## config.mk

```make
export PLATFORM = sky130hd
export DESIGN_NAME = proc_input_sequencer
export DESIGN_NICKNAME = d
export VERILOG_FILES = /design/src/rtl/proc_io_pkg.sv /design/src/rtl/seq_fifo.sv /design/src/rtl/proc_input_sequencer.sv
export SDC_FILE = /design/constraint.sdc
export NUM_CORES = 1
export LEC_CHECK = 0
export CORE_AREA = 2 2 97 99
export CTS_CLUSTER_DIAMETER = 100
export DETAILED_ROUTE_END_ITERATION = 10
export DIE_AREA = 0 0 99 101
export DONT_BUFFER_PORTS = 1
export GPL_ROUTABILITY_DRIVEN = 0
export GPL_TIMING_DRIVEN = 0
export PLACE_DENSITY = 0.69
export SYNTH_ARGS = -nofsm -noshare
export SYNTH_HDL_FRONTEND = slang
export SYNTH_SLANG_ARGS = --single-unit
```

## constraint.sdc

```tcl
create_clock -name clock -period 2.67 [get_ports clock]
set_input_delay 0.267 -clock clock [delete_from_list [all_inputs] [get_ports clock]]
set_output_delay 0.267 -clock clock [all_outputs]
set_load 0.005 [all_outputs]
```

## src/rtl/proc_io_pkg.sv

```systemverilog
// Shared types and widths for the Processor user-I/O sequencer.
package proc_io_pkg;

    localparam int unsigned DATA_W  = 8;
    localparam int unsigned STATE_W = 4;
    localparam int unsigned FSM_W   = 3;
    localparam int unsigned CNT_W   = 4;

    typedef enum logic [FSM_W-1:0] {
        IDLE    = 3'd0,
        WAIT_IN = 3'd1,
        PULSE   = 3'd2,
        RELEASE = 3'd3,
        DONE    = 3'd4
    } seq_state_e;

    // States in which a run is in progress and Halt is honoured.
    function automatic logic is_run_state(input seq_state_e s);
        return (s == WAIT_IN) || (s == PULSE) || (s == RELEASE);
    endfunction

endpackage

```

## src/rtl/seq_fifo.sv

```systemverilog
// Single-clock synchronous FIFO with show-ahead head output.
// A push while full is accepted only when a pop happens in the same cycle.
module seq_fifo
    import proc_io_pkg::*;
#(
    parameter int unsigned DEPTH = 8,
    parameter int unsigned WIDTH = DATA_W
) (
    input  logic             clock,
    input  logic             reset,
    input  logic             push,
    input  logic [WIDTH-1:0] push_data,
    input  logic             pop,
    output logic [WIDTH-1:0] head,
    output logic             full,
    output logic             empty
);

    localparam int unsigned AW = (DEPTH > 1) ? $clog2(DEPTH) : 1;
    localparam int unsigned PW = AW + 1;

    logic [WIDTH-1:0] mem_q [DEPTH];
    logic [PW-1:0]    wr_ptr_q, wr_ptr_d;
    logic [PW-1:0]    rd_ptr_q, rd_ptr_d;
    logic             do_push;
    logic             do_pop;

    // Pointers carry one extra wrap bit to tell full from empty.
    assign empty = (wr_ptr_q == rd_ptr_q);
    assign full  = (wr_ptr_q[AW] != rd_ptr_q[AW]) &&
                   (wr_ptr_q[AW-1:0] == rd_ptr_q[AW-1:0]);
    assign head  = mem_q[rd_ptr_q[AW-1:0]];

    // Accept/advance decisions; a pop frees the slot a full-time push needs.
    always_comb begin
        do_pop   = pop && !empty;
        do_push  = push && (!full || do_pop);
        wr_ptr_d = wr_ptr_q + PW'(do_push);
        rd_ptr_d = rd_ptr_q + PW'(do_pop);
    end

    // Pointer registers.
    always_ff @(posedge clock) begin
        if (reset) begin
            wr_ptr_q <= '0;
            rd_ptr_q <= '0;
        end else begin
            wr_ptr_q <= wr_ptr_d;
            rd_ptr_q <= rd_ptr_d;
        end
    end

    // Storage; contents need no reset since the pointers define validity.
    always_ff @(posedge clock) begin
        if (do_push) begin
            mem_q[wr_ptr_q[AW-1:0]] <= push_data;
        end
    end

endmodule

```

## src/rtl/proc_input_sequencer.sv

```systemverilog
// Drives the Processor's Enter/Minput handshake from a queue of operands
// and captures Moutput when Halt rises.
// Optional result comparator: define PROC_SEQ_CHECK_EN to add expected/pass/fail.
module proc_input_sequencer
    import proc_io_pkg::*;
#(
    parameter int unsigned        DEPTH        = 8,
    parameter logic [STATE_W-1:0] IN_STATE     = 4'h1,
    parameter int unsigned        ENTER_CYCLES = 1,
    parameter int unsigned        TIMEOUT      = 1024
) (
    input  logic               clock,
    input  logic               reset,
    input  logic               push,
    input  logic [DATA_W-1:0]  push_data,
    output logic               full,
    input  logic               start,
    input  logic [STATE_W-1:0] proc_state,
    input  logic               proc_halt,
    input  logic [DATA_W-1:0]  proc_out,
    output logic               proc_enter,
    output logic [DATA_W-1:0]  proc_data,
    output logic               busy,
    output logic               done,
    output logic               timeout,
    output logic [DATA_W-1:0]  result,
    output logic [CNT_W-1:0]   sent_cnt
`ifdef PROC_SEQ_CHECK_EN
    ,
    input  logic [DATA_W-1:0]  expected,
    output logic               pass,
    output logic               fail
`endif
);

    localparam int unsigned EC_W = $clog2(ENTER_CYCLES + 1);
    localparam int unsigned TO_W = $clog2(TIMEOUT + 1);
    localparam logic [EC_W-1:0] ENTER_LEN = EC_W'(ENTER_CYCLES);
    localparam logic [TO_W-1:0] TMO_MAX   = TO_W'(TIMEOUT);

    seq_state_e          state_q, state_d;
    logic [EC_W-1:0]     enter_cnt_q, enter_cnt_d;
    logic [TO_W-1:0]     tmo_cnt_q, tmo_cnt_d;
    logic                proc_enter_q, proc_enter_d;
    logic [DATA_W-1:0]   proc_data_q, proc_data_d;
    logic                busy_q, busy_d;
    logic                done_q, done_d;
    logic                timeout_q, timeout_d;
    logic [DATA_W-1:0]   result_q, result_d;
    logic [CNT_W-1:0]    sent_cnt_q, sent_cnt_d;

    logic                fifo_pop;
    logic                fifo_empty;
    logic [DATA_W-1:0]   fifo_head;
    logic                in_state;
    logic                halt_take;
    logic                run_start;
    logic                waiting;

    seq_fifo #(
        .DEPTH (DEPTH),
        .WIDTH (DATA_W)
    ) u_fifo (
        .clock     (clock),
        .reset     (reset),
        .push      (push),
        .push_data (push_data),
        .pop       (fifo_pop),
        .head      (fifo_head),
        .full      (full),
        .empty     (fifo_empty)
    );

    // Next-state and output decode; Halt overrides every other transition.
    always_comb begin
        state_d      = state_q;
        enter_cnt_d  = enter_cnt_q;
        tmo_cnt_d    = tmo_cnt_q;
        proc_enter_d = 1'b0;
        proc_data_d  = proc_data_q;
        busy_d       = busy_q;
        done_d       = done_q;
        timeout_d    = timeout_q;
        result_d     = result_q;
        sent_cnt_d   = sent_cnt_q;
        fifo_pop     = 1'b0;

        in_state  = (proc_state == IN_STATE);
        halt_take = is_run_state(state_q) && proc_halt;
        run_start = ((state_q == IDLE) || (state_q == DONE)) && start;
        waiting   = (state_q == WAIT_IN) || (state_q == RELEASE);

        if (halt_take) begin
            state_d  = DONE;
            busy_d   = 1'b0;
            done_d   = 1'b1;
            result_d = proc_out;
        end else if (run_start) begin
            state_d    = WAIT_IN;
            busy_d     = 1'b1;
            done_d     = 1'b0;
            timeout_d  = 1'b0;
            sent_cnt_d = '0;
        end else begin
            unique case (state_q)
                IDLE, DONE: begin
                end
                WAIT_IN: begin
                    // Data is loaded one cycle ahead of Enter rising.
                    if (in_state && !fifo_empty) begin
                        fifo_pop    = 1'b1;
                        proc_data_d = fifo_head;
                        enter_cnt_d = '0;
                        state_d     = PULSE;
                        if (sent_cnt_q != '1) begin
                            sent_cnt_d = sent_cnt_q + CNT_W'(1);
                        end
                    end
                end
                PULSE: begin
                    if (enter_cnt_q < ENTER_LEN) begin
                        proc_enter_d = 1'b1;
                        enter_cnt_d  = enter_cnt_q + EC_W'(1);
                    end else begin
                        state_d = RELEASE;
                    end
                end
                RELEASE: begin
                    // Wait for the Processor to leave its input state so a
                    // lingering Enter is not taken as a second operand.
                    if (!in_state) begin
                        state_d = WAIT_IN;
                    end
                end
                default: begin
                    state_d = IDLE;
                end
            endcase
        end

        // Wait-state watchdog: restarts on any state change, flag is sticky.
        if (state_d != state_q) begin
            tmo_cnt_d = '0;
        end else if (waiting) begin
            if (tmo_cnt_q != TMO_MAX) begin
                tmo_cnt_d = tmo_cnt_q + TO_W'(1);
            end
            if (tmo_cnt_d == TMO_MAX) begin
                timeout_d = 1'b1;
            end
        end
    end

    // State and registered outputs; synchronous reset aborts any run.
    always_ff @(posedge clock) begin
        if (reset) begin
            state_q      <= IDLE;
            enter_cnt_q  <= '0;
            tmo_cnt_q    <= '0;
            proc_enter_q <= 1'b0;
            proc_data_q  <= '0;
            busy_q       <= 1'b0;
            done_q       <= 1'b0;
            timeout_q    <= 1'b0;
            result_q     <= '0;
            sent_cnt_q   <= '0;
        end else begin
            state_q      <= state_d;
            enter_cnt_q  <= enter_cnt_d;
            tmo_cnt_q    <= tmo_cnt_d;
            proc_enter_q <= proc_enter_d;
            proc_data_q  <= proc_data_d;
            busy_q       <= busy_d;
            done_q       <= done_d;
            timeout_q    <= timeout_d;
            result_q     <= result_d;
            sent_cnt_q   <= sent_cnt_d;
        end
    end

    assign proc_enter = proc_enter_q;
    assign proc_data  = proc_data_q;
    assign busy       = busy_q;
    assign done       = done_q;
    assign timeout    = timeout_q;
    assign result     = result_q;
    assign sent_cnt   = sent_cnt_q;

`ifdef PROC_SEQ_CHECK_EN
    logic pass_q, pass_d;
    logic fail_q, fail_d;

    // Verdict latched alongside done; cleared when a new run starts.
    always_comb begin
        pass_d = pass_q;
        fail_d = fail_q;
        if (halt_take) begin
            pass_d = (proc_out == expected);
            fail_d = (proc_out != expected);
        end else if (run_start) begin
            pass_d = 1'b0;
            fail_d = 1'b0;
        end
    end

    // Verdict registers.
    always_ff @(posedge clock) begin
        if (reset) begin
            pass_q <= 1'b0;
            fail_q <= 1'b0;
        end else begin
            pass_q <= pass_d;
            fail_q <= fail_d;
        end
    end

    assign pass = pass_q;
    assign fail = fail_q;
`endif

endmodule

```

* Yosys cells after proc, flatten, opt, wreduce, memory -nomap -nowiden
Memories as Yosys holds them, arrays and structs flattened. A register that Yosys moved wholly into a read port is not among the register bits. Cells that the tools add are included.
Operators by class: mux-type cells 30, $add $sub $neg 5, order comparisons 1, equality and inequality tests 14, reductions and logical operators 26, bitwise logic cells 3
Operators by type and width (count):
- 11-bit two-way mux | 3
- 1-bit two-way mux | 16
- 4-bit two-way mux | 4
- 3-bit two-way mux | 5
- 3-bit one-hot mux with 4 select lines | 1
- 11-bit by 1-bit adder with 11-bit output, second input constant | 1
- 11-bit equality test, second input constant | 1
- 11-bit inequality test, second input constant | 1
- 2-bit nonzero test | 5
- 4-bit by 1-bit adder with 4-bit output | 2
- 4-bit AND reduction | 2
- 3-bit by 2-bit equality test with 1-bit output, second input constant | 2
- 1-bit logical AND | 6
- 2-bit OR reduction | 3
- 1-bit logical OR | 5
- 5-bit AND reduction | 1
- 4-bit by 1-bit adder with 4-bit output, second input constant | 1
- 4-bit by 1-bit equality test with 1-bit output, second input constant | 1
- 4-bit equality test | 1
- 2-bit by 1-bit inequality test with 1-bit output, second input constant | 2
- 4-bit inequality test, second input constant | 1
- 4-bit OR reduction | 1
- 3-bit by 1-bit equality test with 1-bit output, second input constant | 1
- 3-bit equality test | 1
- other kinds (9) | 12
Word-level totals: memories 1, register bits after elaboration 39, bits in writable memories 64, logic and storage cells 91, output and inout bits 25
Memory list:
- u_fifo.mem_q | depth 8, bits a word 8, rd ports 1, clocked after memory_dff 1, wr ports 1, RTL line seq_fifo.sv:22 | logic [WIDTH-1:0] mem_q [DEPTH];

* Longest topological paths before layout
depth after elaboration 13, gate-level depth with buffers 8, gate-level depth less buffers 7

* Modules after synthesis
From an unflattened synthesis, not the netlist that was laid out.
Second synthesis, totals: cells, all modules 389, area total of the unflattened synthesis 4952.2 µm²
By module, submodules not included:
- seq_fifo | area each 2965.3 µm², cells an instance 165, instances 1, seq. area each 2082.0 µm²
- proc_input_sequencer | area each 1986.9 µm², cells an instance 224, instances 1, seq. area each 780.7 µm²

* Worst setup path before layout
No wires, ideal clock.
path kind reg-to-reg, start point reg state_q[2], end point mem u_fifo.mem_q[0][0] in the netlist's numbering, enable pin, path slack 455 ps, arrival time 1832 ps, setup time 383 ps, cell stages (with the launch flop) 7, path through dfxtp_1 > buf_6 > nor4b_4 > nand2_1 > a21boi_1 > nand2b_1 > nor3_1
On the way: word-level cells in the longest chain between the ends 10
Ends and longest elaborated chain:
- from (decl) | RTL line proc_input_sequencer.sv:41 | seq_state_e state_q, state_d;
- from (signal assigned) | RTL line proc_input_sequencer.sv:168 | state_q <= state_d;
- 3-bit equality test, or another cell as far along | RTL line proc_input_sequencer.sv:90 | run_start = ((state_q == IDLE) || (state_q == DONE)) && start;
- 1-bit logical OR, on equally long branches | RTL line proc_input_sequencer.sv:90, proc_io_pkg.sv:19
- 1-bit logical AND / 1-bit logical OR (equally long branches) | RTL line proc_input_sequencer.sv:90, proc_io_pkg.sv:19
- 1-bit two-way mux / 1-bit logical AND (equally long branches) | RTL line proc_input_sequencer.sv:98, proc_input_sequencer.sv:89
- 1-bit two-way mux * | RTL line proc_input_sequencer.sv:93 | if (halt_take) begin
- 1-bit logical AND * | RTL line seq_fifo.sv:36 | do_pop = pop && !empty;
- 1-bit logical OR * | RTL line seq_fifo.sv:37 | do_push = push && (!full || do_pop);
- 1-bit logical AND * | RTL line seq_fifo.sv:37
- 1-bit two-way mux * | RTL line seq_fifo.sv:55 | if (do_push) begin
- 1-bit two-way mux (not written as such) * | RTL line seq_fifo.sv:56 | mem_q[wr_ptr_q[AW-1:0]] <= push_data;
- to (decl) | RTL line seq_fifo.sv:22
Mark *: on every way between the ends. The rest lies on a longest branch, timed or not.

* Worst setup path after layout
start point reg u_fifo.wr_ptr_q[1], end point mem u_fifo.mem_q[5][7] in the netlist's numbering, enable pin
RTL lines:
- from (decl) | RTL line seq_fifo.sv:23 | logic [PW-1:0] wr_ptr_q, wr_ptr_d;
- from (signal assigned) | RTL line seq_fifo.sv:48 | wr_ptr_q <= wr_ptr_d;
- 3-bit equality test | RTL line seq_fifo.sv:31 | (wr_ptr_q[AW-1:0] == rd_ptr_q[AW-1:0]);
- 1-bit logical AND | RTL line seq_fifo.sv:30 | assign full = (wr_ptr_q[AW] != rd_ptr_q[AW]) &&
- net full | RTL line proc_input_sequencer.sv:16 | output logic full,
- 1-bit zero test | RTL line seq_fifo.sv:37
- 1-bit logical OR | RTL line seq_fifo.sv:37
- 1-bit logical AND | RTL line seq_fifo.sv:37
- 1-bit two-way mux | RTL line seq_fifo.sv:55
- 1-bit two-way mux (not written as such) | RTL line seq_fifo.sv:56
The timed path passes the listed nets, and every way through them passes these cells.

==> out/qor.yml <==
global_routing:
  grt_pass1_vias: 2750
  grt_overflow_total: 0
  grt_max_degree: 21
  grt_pass1_wl_um: 14000
  grt.total_usage: 0.185
  antenna_found_initial: 0
critical_path:
  crit_type: "flip-flop to flip-flop"
  startpoint_type: "flip-flop"
  end_kind: "flip-flop"
  cp.required_ns: 2.67
  critPathMaxFanout: 8
  critical_path_arrival_ns: 2.58
timing:
  finalClockSkew_ns: 0.0104
  finalMaxSlewViolations: 0
  rsz0062_at_grt: "true"
  worst_pin_slew_ns: 0.935
  setup_tns_ns: 0
  finalSetupViolCount: 0
  period_minus_slack_ns: 2.58
  max_freq_mhz: 387
  hold_viol_final: 0
  post-route-period-util: 0.968
  slew_headroom: 0.374
synthesis:
  yosysTopAreaCell: "edfxtp_1"
  synth_cell_types: 55
  synth-main-ff-cell: "edfxtp_1"
  yosysWarnings: 0
  synth_top_area_frac: 0.399
  syn_avg_cell_area_um2: 13.0
  ys_top_cells_by_area: "edfxtp_1, dfxtp_1, mux4_2"
  synthCells: 370
  ys_ff_latch: 111
  synth_area_um2: 4810
  syn_nets: 402
  synth_edf_count: 64
  ys_async_sr_fraction: 0
  ys_seq_area_frac: 0.595
routing:
  num_vias: 2899
  avgRoutedWirePerCell_um: 17.6
  dr.first_iter.drc_count: 91
  antenna_left: 0
  drt_first_pass_iters: 5
  via_per_inst: 5.74
  routed_wl_um: 8910
  post-route-drc-count: 0
cells_and_area:
  final_util: 0.585
  final_nets: 421
  fin_area_um2: 5250
  antenna_cells: 0
  layout-drive-gt1-share: 0.175
  area_growth_pct: 9.05
placed_design:
  numPortBuffers: 0
  placed_area_um2: 4950
  dpl.hpwl_um: 6070
min_path:
  hp-class: "primary input to flip-flop"
floorplanning:
  start_util: 0.536
  pin_count: 50
  core_area_um2: 8980
  dieArea_um2: 10000
  placementRows: 35
  die_w_um: 99
  fp.dieH_um: 101
clocking:
  cts_sinks: 111
  cts_buffers: 9
  clockBufferDepth: 2
  insertion_delay_ns: 0.37
  clkTransAtPathRegs_ns: 0.11
  htreeDepth: 3
  cts_setup_buffers: 0
  cts_tree: "yes"
  cts_root_buf: "clkbuf_8"
run:
  drv_cap: 0
pwr:
  totalPowerFinal_mw: 3.01
  irDropWorstVdd_uv: 321
  power_density_nw_per_um2: 573
  p_leak_nw: 1.81
outcome:
  status: "completed"
layer usage:
layer | track usage | wire [µm]
met4 | 0.0780 | 196
met5 | 0 | 0
met3 | 0.0395 | 616
met1 | 0.237 | 3800
met2 | 0.307 | 4290
what timing repair did:
item	4_1_cts	5_1_grt
gates resized for setup	2	3
endpoints found under the setup margin	16	40
endpoints found under the hold margin	64	0
hold buffers	8	0
sequential cells by signal, summed over array words and instances, names as in the netlist:
signal           cells
u_fifo.mem_q        64
u_fifo.wr_ptr_q      4
state_q              3
u_fifo.rd_ptr_q      4
proc_enter           1
sent_cnt             4
busy                 1
timeout              1
proc_data            8
tmo_cnt_q           11
done                 1
result               8
enter_cnt_q          1
synthesized netlist by cell type (all sizes together) (6+ instances only):
cell and instances:
nand2 35, nand3 10, edfxtp 64, a21oi 20, nor2 42, nor3 7
mux2i 8, buf 14, o21ai 6, ha 7, nor2b 6, xor2 14
nand4 6, xnor2 9, dfxtp 47, mux2 8, mux4 16, inv 8
placed cells by master (no fill, tap or decap), types with 3 or more instances in the layout:
cell | synthesis | routed
mux2i_1 | 8 | 8
o21ai_0 | 4 | 4
mux2_2 | 8 | 8
xor2_1 | 14 | 14
nand3_1 | 10 | 10
xnor2_1 | 9 | 9
dlygate4sd3_1 | 0 | 8
nor2b_1 | 6 | 6
a21oi_1 | 20 | 20
nand2b_1 | 4 | 4
clkbuf_1 | 5 | 5
nor3_2 | 1 | 3
nor2_2 | 1 | 4
edfxtp_1 | 64 | 64
nor3_1 | 6 | 4
buf_6 | 6 | 6
dfxtp_1 | 47 | 47
mux4_1 | 3 | 3
a2111o_1 | 3 | 3
inv_1 | 8 | 8
clkbuf_8 | 0 | 10
nor2_1 | 40 | 37
ha_1 | 7 | 7
buf_2 | 7 | 7
mux4_2 | 13 | 13
nand2_1 | 34 | 34
nand4_1 | 6 | 6
power by group:
part	internal [mW]	switching, mW	total [mW]
clock network	0.388	0.589	0.977
logic	0.0681	0.0998	0.168
registers	1.84	0.0175	1.86
cell type report:
cell class | instances | area, µm²
timing repair buffer | 8 | 80.1
multi-input combinational | 232 | 1810
inverter | 8 | 30.0
tap | 111 | 139
clock buffer | 10 | 138
clock inverter | 6 | 61.3
fill | 751 | 3730
sequential | 111 | 2860
buffer | 19 | 129
metrics by stage:
step	hold WS (ns)	cells	worst slack, ns
after floorplan	0.366	370	0.455
after global placement	0.366	481	-0.224
after detailed placement	0.366	481	-0.242
after CTS	0.0113	505	0.0428
after global routing	0.00644	505	-0.0711
final	0.0210	505	0.0857
worst max-delay path: stages, from the launching register on:
cell	delay [ns]
dfxtp_1	0.53
xor2_1	0.30
nor4b_1	0.16
a21boi_1	0.27
nand2_1	0.19
nor2_1	0.76
kinds of logic (layout without fill, tap and decap cells):
family	Yosys count	count (layout)	share of synthesized area
multiplexers	32	32	0.113
AND/OR/NAND/NOR	126	126	0.137
AO/OA/AOI/OAI	44	44	0.0629
buffers and inverters	27	51	0.0330
adder cells (fa/ha/maj)	7	7	0.0182
XOR/XNOR	23	23	0.0419
flip-flops	111	111	0.595
final timing paths:
path | from | to | slack, ns | cells past startpoint
max | u_fifo.wr_ptr_q[1] | u_fifo.mem_q[5][7] | 0.09 | 5
max reg2reg | u_fifo.wr_ptr_q[1] | u_fifo.mem_q[5][7] | 0.09 | 5
min reg2reg | result[7] | result[7] | 0.48 | 2
min | proc_out[1] | result[1] | 0.02 | 2
No activity file was read; power rests on OpenSTA's default activity.
